File: src/rtl/deserializador_8bit.sv
// Serial-in/parallel-out receiver, MSB first, with single-word buffering and ready/ack handshake.
// Optional sticky overrun flag enabled by defining DESERIALIZADOR_OVERRUN_EN.
module deserializador_8bit #(
    parameter int unsigned DATA_WIDTH = 8
) (
    input  logic                  clock,
    input  logic                  reset,
    input  logic                  data_in,
    input  logic                  write_in,
    input  logic                  ack_in,
    output logic [DATA_WIDTH-1:0] data_out,
    output logic                  data_ready,
    output logic                  status_out
`ifdef DESERIALIZADOR_OVERRUN_EN
    ,
    output logic                  overrun_out
`endif
);

    localparam int unsigned CW = $clog2(DATA_WIDTH + 1);

    typedef enum logic {
        COLLECT = 1'b0,
        FULL    = 1'b1
    } state_t;

    state_t                state, state_next;
    logic [DATA_WIDTH-1:0] shift_reg, shift_next;
    logic [DATA_WIDTH-1:0] data_next;
    logic [CW-1:0]         count, count_next;

    always_ff @(posedge clock or negedge reset) begin
        if (!reset) begin
            state     <= COLLECT;
            shift_reg <= '0;
            count     <= '0;
            data_out  <= '0;
        end else begin
            state     <= state_next;
            shift_reg <= shift_next;
            count     <= count_next;
            data_out  <= data_next;
        end
    end

    always_comb begin
        state_next = state;
        shift_next = shift_reg;
        count_next = count;
        data_next  = data_out;
        case (state)
            COLLECT: begin
                if (write_in) begin
                    shift_next = {shift_reg[DATA_WIDTH-2:0], data_in};
                    // The completing bit goes straight into data_out in the same cycle.
                    if (count == CW'(DATA_WIDTH - 1)) begin
                        data_next  = shift_next;
                        count_next = '0;
                        state_next = FULL;
                    end else begin
                        count_next = count + 1'b1;
                    end
                end
            end
            FULL: begin
                if (ack_in) begin
                    state_next = COLLECT;
                end
            end
            default: state_next = COLLECT;
        endcase
    end

    assign data_ready = (state == FULL);
    assign status_out = ~data_ready;

`ifdef DESERIALIZADOR_OVERRUN_EN
    // Ack wins over a simultaneous dropped bit: the word it protected is being consumed.
    always_ff @(posedge clock or negedge reset) begin
        if (!reset) begin
            overrun_out <= 1'b0;
        end else if (data_ready && ack_in) begin
            overrun_out <= 1'b0;
        end else if (data_ready && write_in) begin
            overrun_out <= 1'b1;
        end
    end
`endif

endmodule

File: config.mk
export PLATFORM = sky130hd
export DESIGN_NAME = deserializador_8bit
export DESIGN_NICKNAME = d
export VERILOG_FILES = /design/src/rtl/deserializador_8bit.sv
export SDC_FILE = /design/constraint.sdc
export NUM_CORES = 1
export LEC_CHECK = 0
export CAP_MARGIN = 20
export CELL_PAD_IN_SITES_DETAIL_PLACEMENT = 1
export CELL_PAD_IN_SITES_GLOBAL_PLACEMENT = 2
export CORE_MARGIN = 4
export CORE_UTILIZATION = 35
export DETAILED_ROUTE_END_ITERATION = 12
export GPL_ROUTABILITY_DRIVEN = 0
export GPL_TIMING_DRIVEN = 1
export HOLD_SLACK_MARGIN = 0.08
export PLACE_DENSITY_LB_ADDON = 0.12
export SYNTH_ARGS = -nofsm -noshare
export SYNTH_HDL_FRONTEND = slang
export SYNTH_SLANG_ARGS = --single-unit
File: constraint.sdc
create_clock -name clock -period 1.8 [get_ports clock]
set_input_delay 0.45 -clock clock [delete_from_list [all_inputs] [get_ports clock]]
set_output_delay 0.45 -clock clock [all_outputs]
set_load 0.1 [all_outputs]
Word level (Yosys, flattened, before mapping)
Index checks and enable logic that the tools add are counted.
{"block": "op_classes", "n_reduce_logical": 2, "eq_ne": 1, "bitwise": 1, "add_sub_neg": 1, "n_mux": 5}
{"operator": "$add 4x1->4 const B", "count": 1}
{"operator": "$eq 4x3->1 const B", "count": 1}
{"operator": "$mux 4", "count": 1}
{"operator": "$mux 1", "count": 3}
{"operator": "$reduce_and 3->1", "count": 1}
{"operator": "$pmux 1 s2", "count": 1}
{"operator": "$reduce_and 2->1", "count": 1}
{"operator": "$not 1->1", "count": 1}
{"block": "totals", "elab_cells": 14, "register_bits": 20}

Longest topological paths before layout
{"block": "depth", "ltp_word": 4, "ltp_mapped": 4, "depth_no_buf": 3}

Worst setup path before layout
No wires, ideal clock.
{"block": "synth_path", "kind": "register to output", "from": "register state, in the netlist data_ready", "to": "output port status_out", "setup_slack_ps": -297, "required_time_ps": 1350, "path_stages_with_launch": 2, "t_arrival_ps": 1647, "path_cell_list": "dfrtp_1 inv_1"}
{"block": "synth_via", "elab_chain_len": 1}
{"item": "from (decl)", "line": "27", "text": "state_t state, state_next;"}
{"item": "from (signal assigned)", "line": "39", "text": "state <= state_next;"}
{"item": "$not 1->1"}
{"item": "to (decl)", "line": "13", "text": "output logic status_out"}
No other way between the ends.

Final worst setup path
{"block": "layout_path", "from": "input port write_in", "to": "register data_out[4]"}
{"block": "layout_via", "elab_chain_len": 1}
{"item": "from (decl)", "line": "9", "text": "input logic write_in,"}
{"item": "$reduce_and 3->1 (no line)"}
{"item": "to (signal assigned)", "line": "42", "text": "data_out <= data_next;"}
{"item": "to (decl)", "line": "11", "text": "output logic [DATA_WIDTH-1:0] data_out,"}
No other way between the ends.
A chain may end at the register's enable or synchronous reset.

==> impl_metrics.toml <==
[die]
floorplan.die_area_um2 = 3180
num_io_pins = 15
die_width_um = 56.4
die_h_um = 56.4
floorplan.rows = 17
start_util_pct = 37.1
floorplan.core_area_um2 = 2210

[worst_setup_path]
end_kind = "register"
category_of_the_worst_setup_path_launch_point = "primary input"
cp_max_fo = 6
critPathRequiredTime_ps = 1990
setup.worst_path.class = "in2reg"
crit_arrival_ps = 1750
worst-r2r-cell-count = 4

[grt]
grt_pass1_vias = 519
pin_count_of_the_biggest_net_entering_global_routing = 21
grt_use_total_pct = 10.5
overflow_left_after_global_routing = 0
grt_first_pass_wirelength_um = 2570
antenna_violations_before_repair = 0

[drt]
route.detailed.vias_per_inst = 4.64
detail_route.wl_per_cell_um = 13.9
drt_iter0_markers = 1
drt_wl_total_um = 1370
detailroute.via_count = 459
ant_nets = 0
first_pass_iters = 2
drc_errors = 0

[cts]
post_cts.repair.setup_buffers = 0
clk_latency_worst_skew_pair_ps = 290
path_clk_slew_ps = 110
cts.hold.buffers_added = 0
cts.root.buffer_cell = "clkbuf_4"
cts_repair_resize_count = 0
tritoncts = "built"
tritoncts.num_buffers = 3
cts_sinks = 20
clock_h_tree_levels = 1
clk_path_buf_depth = 2

[yosys]
muxShareOfSynthArea_pct = 27.0
synth-xor-area-share_pct = 2.13
synth-seq-cells = 20
synthesized_area_fraction_occupied_by_ao_oa_aoi_and_oai_cells_pct = 0.915
syn-num-nets = 56
yosys_warnings = 0
syn_inst = 50
synth.avg_cell_area_um2 = 16.4
synth_top_family_by_area = "multiplexers"
synth_simple_gate_area_share_pct = 5.03
synth_cell_types = 14
yosysSeqAreaShare_pct = 61.0
syn_area_um2 = 821
adder_and_majority_cell_fraction_of_the_synthesized_area_pct = 1.52

[layout]
largest_register_ffs = 8
areaGrowthSynthToFinish_pct = 41.2
drive_above_1_share_pct = 54.9
num-nets-final = 78
antennaDiodeCount = 0
fin_util_pct = 52.4
layout.cell_area.non_filler_um2 = 1160
fillerInstances = 219

[timing]
setup-violations-final = 0
fin_crit_sh_pct = 86.7
max_freq_mhz = 641
number_of_max_slew_violations_in_the_final_report = 0
min_period_ps = 1560
slew_headroom_pct = 83.0
hold_viol_final = 0
worst_pin_slew_ps = 255
fin_worst_skew_ps = 2.57
unrepaired_setup_endpoints_after_global_routing = "no"

[outcome]
outcome = "finished clean"

[job]
max_cap_violations = 0

[worst_hold_path]
worst_hold_path_type = "in2async"

[placed_design]
place_hpwl_um = 1050
port_buffers = 14
place_area_um2 = 1120
## metrics by stage
| step | cells | setup slack, ps | setup TNS, ps | hold slack [ps] |
|---|---|---|---|---|
| after floorplan | 50 | 27.3 | 0 | 154 |
| after global placement | 95 | -60.1 | -318 | 494 |
| after detailed placement | 95 | -69.3 | -384 | 502 |
| after CTS | 99 | 248 | 0 | 475 |
| after global routing | 99 | 225 | 0 | 469 |
| final | 99 | 239 | 0 | 476 |
## routing by layer
layer | vias up | part of all wire, % | track usage (%)
met5 | - | 0 | 0
met4 | 0 | 0 | 4.07
met3 | 0 | 5.0 | 3.45
met2 | 8 | 52 | 15.8
met1 | 238 | 43 | 13.9
li1 | 213 | - | -
## kinds of logic (layout without fill, tap and decap cells)
kind of cell             count (synthesis)  after routing
AO/OA/AOI/OAI                            1              1
XOR/XNOR                                 2              2
adder cells (fa/ha/maj)                  1              1
buffers and inverters                    3             24
flip-flops                              20             20
multiplexers                            17             17
AND/OR/NAND/NOR                          6              6
## cell usage in the layout, fill, tap and decap left out
cell type / instances
dfrtp_1: 19
buf_12: 10
mux2_2: 9
mux2_4: 8
buf_4: 5
clkdlybuf4s50_1: 4
clkbuf_4: 3
xnor2_1: 2
nor2_1: 2
clkinvlp_4: 1
nor2b_4: 1
and4b_1: 1
o21bai_1: 1
nand4_1: 1
nand2_1: 1
ha_1: 1
clkbuf_8: 1
dfrtp_2: 1
## cells in the mapped netlist (all sizes together)
| master | count | area share [%] |
|---|---|---|
| nand4 | 1 | 0.76 |
| nor2b | 1 | 1.7 |
| buf | 2 | 2.0 |
| mux2 | 17 | 27 |
| xnor2 | 2 | 2.1 |
| inv | 1 | 0.46 |
| nand2 | 1 | 0.46 |
| dfrtp | 20 | 61 |
| ha | 1 | 1.5 |
| and4b | 1 | 1.2 |
| o21bai | 1 | 0.91 |
| nor2 | 2 | 0.91 |
## worst max-delay path, stage by stage
cell and delay, ps:
clkdlybuf4s50_1 460, nor2b_4 130, and4b_1 230, buf_4 180
mux2_4 310
## path summary, 6_finish.rpt
check	start	slack, ps	to
min in group clock	count[2]$_DFFE_PN0P_	510	count[2]$_DFFE_PN0P_
worst max register to register	count[0]$_DFFE_PN0P_	350	data_out[4]$_DFFE_PN0P_
worst min-delay path	reset	480	count[3]$_DFFE_PN0P_
worst max-delay path	write_in	240	data_out[4]$_DFFE_PN0P_
worst min register to register	count[2]$_DFFE_PN0P_	510	count[2]$_DFFE_PN0P_
max in group asynchronous	reset	1100	data_ready$_DFF_PN0_
## layout make-up
| cell class | count | area (µm²) | area share [%] |
|---|---|---|---|
| multi-input combinational | 27 | 300 | 25.9 |
| tap | 28 | 35.0 | 3.02 |
| timing repair buffer | 19 | 278 | 24.0 |
| clock buffer | 4 | 36.3 | 3.13 |
| sequential | 20 | 502 | 43.3 |
| inverter | 1 | 7.51 | 0.648 |
Power is left out: the tool's default activity adds up to more than one toggle a clock period on the data nets, which glitch-free logic cannot reach.
==> RTL change 1, RTL diff (same settings) <==
Set the parameter `DATA_WIDTH` to 4 (it was 8).
--- a/src/rtl/deserializador_8bit.sv
+++ b/src/rtl/deserializador_8bit.sv
@@ -1,7 +1,7 @@
 // Serial-in/parallel-out receiver, MSB first, with single-word buffering and ready/ack handshake.
 // Optional sticky overrun flag enabled by defining DESERIALIZADOR_OVERRUN_EN.
 module deserializador_8bit #(
-    parameter int unsigned DATA_WIDTH = 8
+    parameter int unsigned DATA_WIDTH = 4
 ) (
     input  logic                  clock,
     input  logic                  reset,
Ports: changed (resized data_out); port bits go from 15 to 11. The function was not compared with the original's and may differ.
==> RTL change 1 against the original RTL <==
Sequential cell count decreased by 9; synthesized cell count decreased by 40%; design area is 42% lower; area after synthesis fell by 43%; critical path type is now reg2out; wire length is 32% lower; core utilization increased by 4.1 points; worst setup slack better by 0.038 ns; hold slack gained 0.0080 ns; die area down 38%.
Power is not shown: default switching activity piles up to over one toggle a cycle in this logic, so the estimate is an artifact.
==> RTL change 1: results (changes against the original RTL) <==
* Status: finished clean
* DP Worst Slack at -0.01392 ns (+0.05537 ns)
* Commonest cells post-synth: 11 x dfrtp_1, 4 x mux2_2, 4 x mux2_4
* Largest net degree at the start of global routing at 12 (-43%)
* DR vias/cell at 4.862 (+4.9%)
* Share of layout cells above drive strength 1 at 45.45% (-9.5 points)
* DP Area at 643.1 sq um (-43%)
* Fin nets at 51 (-35%)
* Initial antenna violation count at 0 (unchanged)
* Total global-route track usage at 13.38% (+2.9 points)
* Max reg flops at 4 (-4)
* DRT iter0 DRCs at 2 (+1)
* Peak per-stage delay on the critical path at 0.47 ns
* Clock Pin Slew Worst Setup and Hold Paths at 0.07 ns (-0.04 ns)
* Layout Skew at 0.003339 ns (+0.0007640 ns)
* First-pass GRT wire length at 1.731 mm (-33%)
* Setup TNS Final at 0 ns (unchanged)
* Post-CTS Setup Repair Bufs at 0 (unchanged)
* Sequential area share after synthesis at 58.82% (-2.2 points)
* TritonCTS Buffers at 3 (unchanged)
* Placed instance count at 54 (-43%)
* Vias in the first global route at 348 (-33%)
* Synthesized Nets at 36 (-36%)
* Yosys warns at 0 (unchanged)
* Hold Path Class: reg2reg
* Synth Instances at 30 (-40%)
* CP arrival at 1.07 ns (-0.68 ns)
* H-tree depth at 1 (unchanged)
* N_diodes at 0 (unchanged)
* Yosys cell types at 13 (-1)
* Routed wire per std cell at 16.17 um (+17%)
* Synth area leaders: dfrtp_1 59%, mux2_4 13%, mux2_2 9.6%
* Worst path slowest cell: dfrtp_2
* Slew at the pin with the worst max-slew slack at 0.4869 ns (+0.2321 ns)
* Worst skew pair latency at 0.27 ns (-0.02 ns)
* Port Buffers at 10 (-4)
* # resized after CTS at 0 (unchanged)
* Max Buffers Root-to-Sink at 2 (unchanged)
* Total Routed Length at 938 um (-32%)
* Delay-heaviest family, CP: flip-flops
* Asr flop ratio synth at 100.0% (unchanged)
* Pre-Repair DR Iteration Count at 2 (unchanged)
* Critical path fanouts, max at 5 (-1)
* Clock root cell: clkbuf_4
==> RTL change 1: cell types whose count changed after synthesis, moves of 2 or more <==
cell,before,now
dfrtp_1,20,11
mux2_2,9,4
mux2_4,8,4
nor2_1,2,0
xnor2_1,2,0
==> RTL change 1: cells by family (layout without fill, tap and decap cells) <==
logic type	after synthesis	after routing	synth area share (%)
AOI/OAI and AO/OA	3	3	4.278
adders and majority gates	1	1	2.673
buffers and inverters	3	17	4.011
DFF	11	11	58.82
muxes	9	9	24.60
and+or+nand+nor	3	3	5.616
==> RTL change 1: path summary, 6_finish.rpt <==
check | startpoint | endpoint | slack (ns) | cells after the start
max | data_ready | status_out | 0.28 | 2
min | count[0] | count[0] | 0.48 | 1
max reg2reg | count[0] | data_out[3] | 0.39 | 4
min reg2reg | count[0] | count[0] | 0.48 | 1
max in group asynchronous | reset | data_ready | 0.94 | 1
min in group asynchronous | reset | count[2] | 0.50 | 1
==> RTL change 1: cell type report <==
class                           instances  area, sq um
Clock buffer                            4        26.28
Fill cell                             117        516.7
Inverter                                2        7.507
Multi-Input combinational cell         16        173.9
Sequential cell                        11        276.5
Tap cell                               14        17.52
Timing Repair Buffer                   11        167.7
==> RTL change 1: per-layer routing <==
layer  vias up  share of wire [%]  track usage (%)  wire length [um]
li1        129                  -                -                 -
met2        12                 48            20.06               446
met5         -                  0                0                 0
met4         0                2.6            9.036                24
met1       137                 41            14.25               382
met3         4                9.0            7.317                84
==> RTL change 2, RTL diff (same flow settings) <==
Without the edit above. `shift_reg` and `data_out` no longer have a reset.
--- a/src/rtl/deserializador_8bit.sv
+++ b/src/rtl/deserializador_8bit.sv
@@ -32,15 +32,16 @@
     always_ff @(posedge clock or negedge reset) begin
         if (!reset) begin
             state     <= COLLECT;
-            shift_reg <= '0;
             count     <= '0;
-            data_out  <= '0;
         end else begin
             state     <= state_next;
-            shift_reg <= shift_next;
             count     <= count_next;
-            data_out  <= data_next;
         end
+    end
+
+    always_ff @(posedge clock) begin
+        shift_reg <= shift_next;
+        data_out  <= data_next;
     end
 
     always_comb begin
Behaviour: differs if reset is asserted again (counterexample within 10 cycles, from zero or initial values and one cycle with reset low); with reset held inactive, the same outputs for 10 cycles.
==> RTL change 2 against the original RTL <==
Sequential cell count unchanged; worst setup slack better by 0.021 ns; wire length down 10%; global-route usage fell by 0.36 points; design area is 9.2% lower; register-to-register slack lost 0.09 ns; die area decreased by 13%; count of clock-buffer cells in the layout down 1; area after synthesis fell by 15%; hold slack worse by 0.10 ns; sequential share of layout area rose by 12 points.
==> RTL change 2: results (changes against the original RTL) <==
* P&R area growth vs syn at 50.18%
* Status: finished clean
* DRT iter0 DRCs at 2 (+1)
* Worst path slowest cell: dfrtp_1
* M1 wire length at 551 um (-6.0%)
* DP Area at 999.7 sq um (-11%)
* Yosys cell types at 16 (+2)
* Layout Skew at 0.001765 ns (-0.0008102 ns)
* Total Routed Length at 1.231 mm (-10%)
* Synth area leaders: edfxtp_1 64%, dfrtp_1 18%, mux2_4 2.1%
* Fin nets at 65 (-17%)
* DR vias/cell at 4.518 (-2.6%)
* Sequential area share after synthesis at 82.14% (+21 points)
* Slew at the pin with the worst max-slew slack at 0.3830 ns (+0.1283 ns)
* Total global-route track usage at 10.14% (-0.36 points)
* Non-Filler Instances at 83 (-16%)
* DR WL met2 at 601 um (-16%)
* Post-DP HPWL at 974.4 um (-7.2%)
* Placed instance count at 79 (-17%)
* Share of layout cells above drive strength 1 at 39.66% (-15 points)
* Vias in the first global route at 422 (-19%)
* Met3 wire length at 66 um (-2.9%)
* Number of fill cells at 167 (-24%)
* Synthesized Nets at 43 (-23%)
* WHS at 0.3762 ns (-0.1001 ns)
* DR top layer: met4
* DP Worst Slack at 0.004213 ns (+0.07350 ns)
* Flop2flop setup slack at 0.26 ns (-0.09 ns)
* Critical path fanouts, max at 9 (+3)
* Commonest cells post-synth: 15 x edfxtp_1, 5 x dfrtp_1, 4 x nand2_1
* Asr flop ratio synth at 25.00% (-75 points)
## RTL change 2: cell types whose count changed after synthesis, moves of 3 or more
cell / before / now
edfxtp_1: 0 / 15
nand2_1: 1 / 4
mux2_2: 9 / 0
dfrtp_1: 20 / 5
mux2_4: 8 / 1
## RTL change 2: final cells by class
class,count,area [sq um],share of cell area (%)
Clock buffer,3,22.52,2.140
Clock inverter,1,30.03,2.854
Inverter,2,12.51,1.189
Multi-Input combinational cell,15,116.4,11.06
Sequential cell,20,576.8,54.82
Tap cell,25,31.28,2.973
Timing Repair Buffer,17,262.8,24.97
## RTL change 2: cells by family (layout without fill, tap and decap cells)
| group | count (synthesis) | count (layout) | share of synthesized area (%) |
|---|---|---|---|
| adder cells (fa/ha/maj) | 1 | 1 | 1.785 |
| AND/OR/NAND/NOR | 10 | 10 | 9.284 |
| multiplexers | 1 | 1 | 2.142 |
| AO/OA/AOI/OAI | 2 | 2 | 2.144 |
| XOR/XNOR | 1 | 1 | 1.250 |
| buffers and inverters | 2 | 23 | 1.249 |
| flip-flops | 20 | 20 | 82.14 |
## RTL change 2: worst max-delay path by stage
stage | to | startpoint | depth (start not counted)
2_1_floorplan | status_out | data_ready | 1
3_3_place_gp | data_out[0] | write_in | 4
3_5_place_dp | data_out[0] | write_in | 4
4_1_cts | data_out[4] | count[0] | 3
5_1_grt | data_out[2] | count[0] | 3
6_report | data_out[4] | count[0] | 3
## RTL change 2: per-layer routing
metal	global-route usage (%)	up-vias
li1	-	178
met1	12.87	185
met2	16.53	10
met5	0	-
met3	2.564	2
met4	3.830	0
## RTL change 2: critical path: cells and delay by family (launching register included)
family                   cells  cell delay (ns)
adder cells (fa/ha/maj)      1             0.22
flip-flops                   1             0.44
AND/OR/NAND/NOR              2             0.56
